## config.mk

```make
export PLATFORM = sky130hd
export DESIGN_NAME = piped_args_packer
export DESIGN_NICKNAME = d
export VERILOG_FILES = /design/src/rtl/piped_args_packer_pkg.sv /design/src/rtl/piped_args_packer.sv
export SDC_FILE = /design/constraint.sdc
export NUM_CORES = 1
export LEC_CHECK = 0
export CORE_MARGIN = 4
export CORE_UTILIZATION = 45
export DETAILED_ROUTE_END_ITERATION = 10
export PLACE_DENSITY = 0.78
export SYNTH_ARGS = -nofsm -noshare
export SYNTH_HDL_FRONTEND = slang
export SYNTH_SLANG_ARGS = --single-unit
```

## constraint.sdc

```tcl
create_clock -name clk -period 2.6 [get_ports clk]
set_input_delay 0.52 -clock clk [delete_from_list [all_inputs] [get_ports clk]]
set_output_delay 0.52 -clock clk [all_outputs]
set_load 0.02 [all_outputs]
```

## src/rtl/piped_args_packer_pkg.sv

```systemverilog
// Shared types and helpers for the args packer that feeds piped_adder.
package piped_args_packer_pkg;

  typedef enum logic {
    FILLING = 1'b0,
    HELD    = 1'b1
  } fill_state_t;

  // Smallest r with 2**r >= value; constant-evaluable for parameter sizing.
  function automatic int ceil_log2(input int value);
    int r;
    r = 0;
    for (int k = 0; k < 32; k++) begin
      if ((1 << r) < value) r = r + 1;
    end
    return r;
  endfunction

endpackage

```

## src/rtl/piped_args_packer.sv

```systemverilog
// Packs serially arriving signed samples into a parallel args frame for piped_adder,
// double-buffered so the input stream can sustain one sample per clock.
module piped_args_packer
  import piped_args_packer_pkg::*;
#(
  parameter int N_args    = 9,
  parameter int arg_width = 4
) (
  input  logic                        clk,
  input  logic                        reset,
  input  logic signed [arg_width-1:0] din,
  input  logic                        din_valid,
  output logic                        din_ready,
  input  logic                        flush,
  output logic [N_args*arg_width-1:0] args_out,
  output logic                        we,
  input  logic                        out_ready,
  output logic                        overflow
);

  localparam int CW = ceil_log2(N_args) + 1;
  localparam int FW = N_args * arg_width;
  localparam logic [CW-1:0] LAST = CW'(N_args - 1);

  fill_state_t   state;
  fill_state_t   state_next;
  logic [CW-1:0] cnt;
  logic [FW-1:0] fill_buf;
  logic [FW-1:0] frame;
  logic          accept;
  logic          close;
  logic          out_free;

  assign din_ready = (state == FILLING);
  assign accept    = din_valid && din_ready;
  assign close     = din_ready && ((accept && (cnt == LAST)) ||
                                   (flush && ((cnt != '0) || accept)));
  assign out_free  = !we || out_ready;

  // Frame as it stands after this cycle's write: earlier slots kept, the
  // current slot takes din on accept, everything beyond is zero so stale
  // data from a previous frame never leaks into a padded one.
  for (genvar i = 0; i < N_args; i++) begin : g_slot
    localparam logic [CW-1:0] IDX = CW'(i);
    assign frame[i*arg_width +: arg_width] =
      (IDX < cnt)               ? fill_buf[i*arg_width +: arg_width] :
      ((IDX == cnt) && accept)  ? din :
                                  '0;
  end

  always_ff @(posedge clk) begin
    if (reset) state <= FILLING;
    else       state <= state_next;
  end

  always_comb begin
    state_next = state;
    case (state)
      FILLING: if (close && !out_free) state_next = HELD;
      HELD:    if (out_free)           state_next = FILLING;
      default: state_next = FILLING;
    endcase
  end

  // A closed frame goes straight to args_out when the output is free,
  // otherwise it parks in fill_buf until the downstream takes the current one.
  always_ff @(posedge clk) begin
    if (reset) begin
      cnt      <= '0;
      fill_buf <= '0;
      args_out <= '0;
      we       <= 1'b0;
      overflow <= 1'b0;
    end else begin
      if (din_valid && !din_ready) overflow <= 1'b1;

      if (accept || close) fill_buf <= frame;

      if (close)       cnt <= '0;
      else if (accept) cnt <= cnt + CW'(1);

      if (state == HELD) begin
        if (out_free) begin
          args_out <= fill_buf;
          we       <= 1'b1;
        end
      end else if (close && out_free) begin
        args_out <= frame;
        we       <= 1'b1;
      end else if (we && out_ready) begin
        we <= 1'b0;
      end
    end
  end

endmodule

```

==> impl_metrics.env <==
export IMPL_worstSetupEndpointType="flip-flop"
export IMPL_drtAntennaViolNets=0
export IMPL_ctsHoldBuffers=0
export IMPL_synthXorXnorAreaFrac=0.00940
export IMPL_yosysWarnings=0
export IMPL_antennaDiodeCount=0
export IMPL_die_width_um=99.0
export IMPL_maxSlewViolCount=0
export IMPL_drt_initial_drc_count=284
export IMPL_rsz0062_at_grt="no"
export IMPL_synth_simple_area_share=0.189
export IMPL_cp_arrival_ns=2.51
export IMPL_hold_violations=0
export IMPL_overflow=0
export IMPL_dp_final_hpwl_mm=6.42
export IMPL_grt_pass1_wl_mm=16.0
export IMPL_antenna_found_initial=0
export IMPL_crit_required_ns=2.86
export IMPL_mostFrequentLayoutCell="dfxtp_1"
export IMPL_dr_pass1_iters=5
export IMPL_crit_fanout=15
export IMPL_ys_ff_latch=80
export IMPL_fin_cells=537
export IMPL_dominantRegCellSynth="dfxtp_1"
export IMPL_wl_mm=9.58
export IMPL_use_met1=0.279
export IMPL_period_needed_ns=2.25
export IMPL_wl_per_cell_um=17.8
export IMPL_async_flop_share=0
export IMPL_syn_nets=402
export IMPL_slowest_delay_ns=0.46
export IMPL_cp_cell_sequence="inv_1 -> ha_1 -> or4b_1 -> and3_1 -> or3_1 -> buf_4 -> a311oi_1"
export IMPL_tritoncts="done"
export IMPL_drv_cap=0
export IMPL_slew_headroom=0.512
export IMPL_nNetsFinal=442
export IMPL_synth_top_family_by_area="compound AO/OA/AOI/OAI gates"
export IMPL_crit_type="reg2reg"
export IMPL_grt_busiest_layer="met2"
export IMPL_dieArea_sq_um=9810
export IMPL_fin_setup_tns_ns=0
export IMPL_ios=48
export IMPL_p_per_area_nw_per_um2=618
export IMPL_root_buffer="clkbuf_8"
export IMPL_crit_slowest_cell="or4b_1"
export IMPL_insertion_delay_ns=0.36
export IMPL_use_met2=0.306
export IMPL_synth_top_area_cell="dfxtp_1"
export IMPL_cts_sinks=80
export IMPL_numCtsBuffers=9
export IMPL_cts_resized=0
export IMPL_initial_utilization=0.473
export IMPL_core_area_sq_um=7890
export IMPL_r2r_end="args_out[9]"
export IMPL_rr_startpoint="cnt[0]"
export IMPL_grt_use_met3=0.0488
export IMPL_h_tree_depth=3
export IMPL_cp_top_family="simple AND/OR/NAND/NOR gates"
export IMPL_reg2reg_slack_ns=0.35
export IMPL_holdPathEnd="fill_buf[18]"
export IMPL_status="completed"
export IMPL_hold_depth=1
export IMPL_power_leakage_nw=1.66
export IMPL_io_buffers=47
export IMPL_tightest_slew_ns=0.733
export IMPL_vdd_drop_max_mv=0.430
export IMPL_synth_area_leaders="dfxtp_1 43%, a211oi_2 8.7%, nor4_1 5.7%"
export IMPL_path_buf_inv=2
export IMPL_drive_above_1_share=0.152
export IMPL_place_congestion=0.881
export IMPL_start_kind="flip-flop"
export IMPL_synth_fa_ha_area_frac=0.0101
export IMPL_yosysTopAreaCellShare=0.430
export IMPL_synth_mux_area_fraction=0.0456
export IMPL_min_from="fill_buf[18]"
export IMPL_synth_distinct_cells=44
export IMPL_ys_seq_area_frac=0.430
export IMPL_rows=32
export IMPL_mostFrequentLayoutCells="80 x dfxtp_1, 46 x clkdlybuf4s50_1, 33 x nor4_1, 26 x nor2_1, 26 x a211oi_2"
export IMPL_ctsLongestPathBuffers=2
export IMPL_dp_cells=521
export IMPL_vias_per_cell=6.22
export IMPL_syn_cell_area_sq_um=3730
export IMPL_postCtsSetupBuffers=0
export IMPL_synth_compound_area_frac=0.261
export IMPL_grt_usage=0.202
export IMPL_die_y_um=99.0
export IMPL_grt_max_degree=57
export IMPL_drc=0
export IMPL_synth_area_per_cell_sq_um=9.56
export IMPL_clock_skew_ns=0.00813
export IMPL_vias=3339
export IMPL_clock_fmax_ghz=0.445
export IMPL_min_path_type="reg2reg"
export IMPL_clk_pin_slew_ns=0.08
export IMPL_synth_edf_count=0
export IMPL_grt_pass1_vias=3162
export IMPL_hold_ws_ns=0.471
export IMPL_setup_viol=0
export IMPL_worstRegToRegCells=7
export IMPL_syn_to_final_growth_pct=20.8
export IMPL_synth_cells=390
export IMPL_fin_crit_sh=0.864
[routing by layer]
| metal | wire [um] | vias up |
|---|---|---|
| met4 | 181 | 0 |
| met5 | 0 | - |
| met1 | 4420 | 1608 |
| li1 | - | 1574 |
| met2 | 4330 | 139 |
| met3 | 642 | 18 |
[cell type report]
type,count,area [sq um]
clock buffer,9,124
clock inverter,7,77.6
fill,705,3380
inverter,4,15.0
multi-input combinational,266,1930
sequential,80,1600
tap,102,128
timing repair buffer,69,631
[sequential cells by signal (all words and copies together) (netlist names)]
name / flops
state: 1
args_out: 36
overflow: 1
fill_buf: 36
we: 1
cnt: 5
[how the worst max path moves through the flow]
stage               from           to  slack, ns  cells past startpoint
3_5_place_dp   din_valid  args_out[4]      0.002                      6
2_1_floorplan     cnt[0]  args_out[0]       0.22                     10
3_3_place_gp   din_valid  args_out[4]       0.05                      6
4_1_cts           cnt[0]  args_out[4]       0.36                      7
5_1_grt           cnt[0]  args_out[4]       0.18                      7
6_report          cnt[0]  args_out[9]       0.35                      7
[report_power, final]
group / total, mW / internal, mW / switching [mW]
sequential: 1.32 / 1.29 / 0.0321
combinational: 0.532 / 0.229 / 0.303
clock: 0.935 / 0.453 / 0.482
total: 2.78 / 1.97 / 0.816
[synthesized netlist by cell type (2+ instances only)]
cell type and count:
ha_1 3, or4b_1 2, o21ai_1 2, clkbuf_1 33
or3_1 5, o31ai_1 2, a31oi_1 3, buf_6 5
a311oi_1 5, o21a_1 2, nor2b_1 3, o41ai_1 4
nand3_1 11, o21ai_0 5, o211ai_1 2, dfxtp_1 80
a211oi_2 26, o2bb2ai_1 4, nor2_1 26, nor4_1 34
and4_1 2, nor3_1 2, xor2_1 3, a22oi_1 22
and2_1 10, a32oi_1 4, nand2_1 15, inv_1 3
and3_1 13, mux2i_1 17, a22o_1 16, a21oi_1 14
[through the flow]
stage / power [mW] / util / setup slack [ns] / instance area [sq um]
2_1_floorplan: 1.69 / - / 0.217 / 3730
3_3_place_gp: 1.86 / 0.545 / 0.0456 / 4300
3_5_place_dp: 1.87 / 0.545 / 0.00239 / 4300
4_1_cts: 2.80 / 0.571 / 0.362 / 4500
5_1_grt: 2.90 / 0.571 / 0.181 / 4500
6_report: 2.78 / 0.571 / 0.353 / 4500
[cell families after synthesis]
family          Yosys count
buf+inv                  44
fa+ha+maj                 3
mux                      17
simple gates            128
xor+xnor                  4
flops                    80
compound gates          114
No activity file was read; power rests on OpenSTA's default activity.
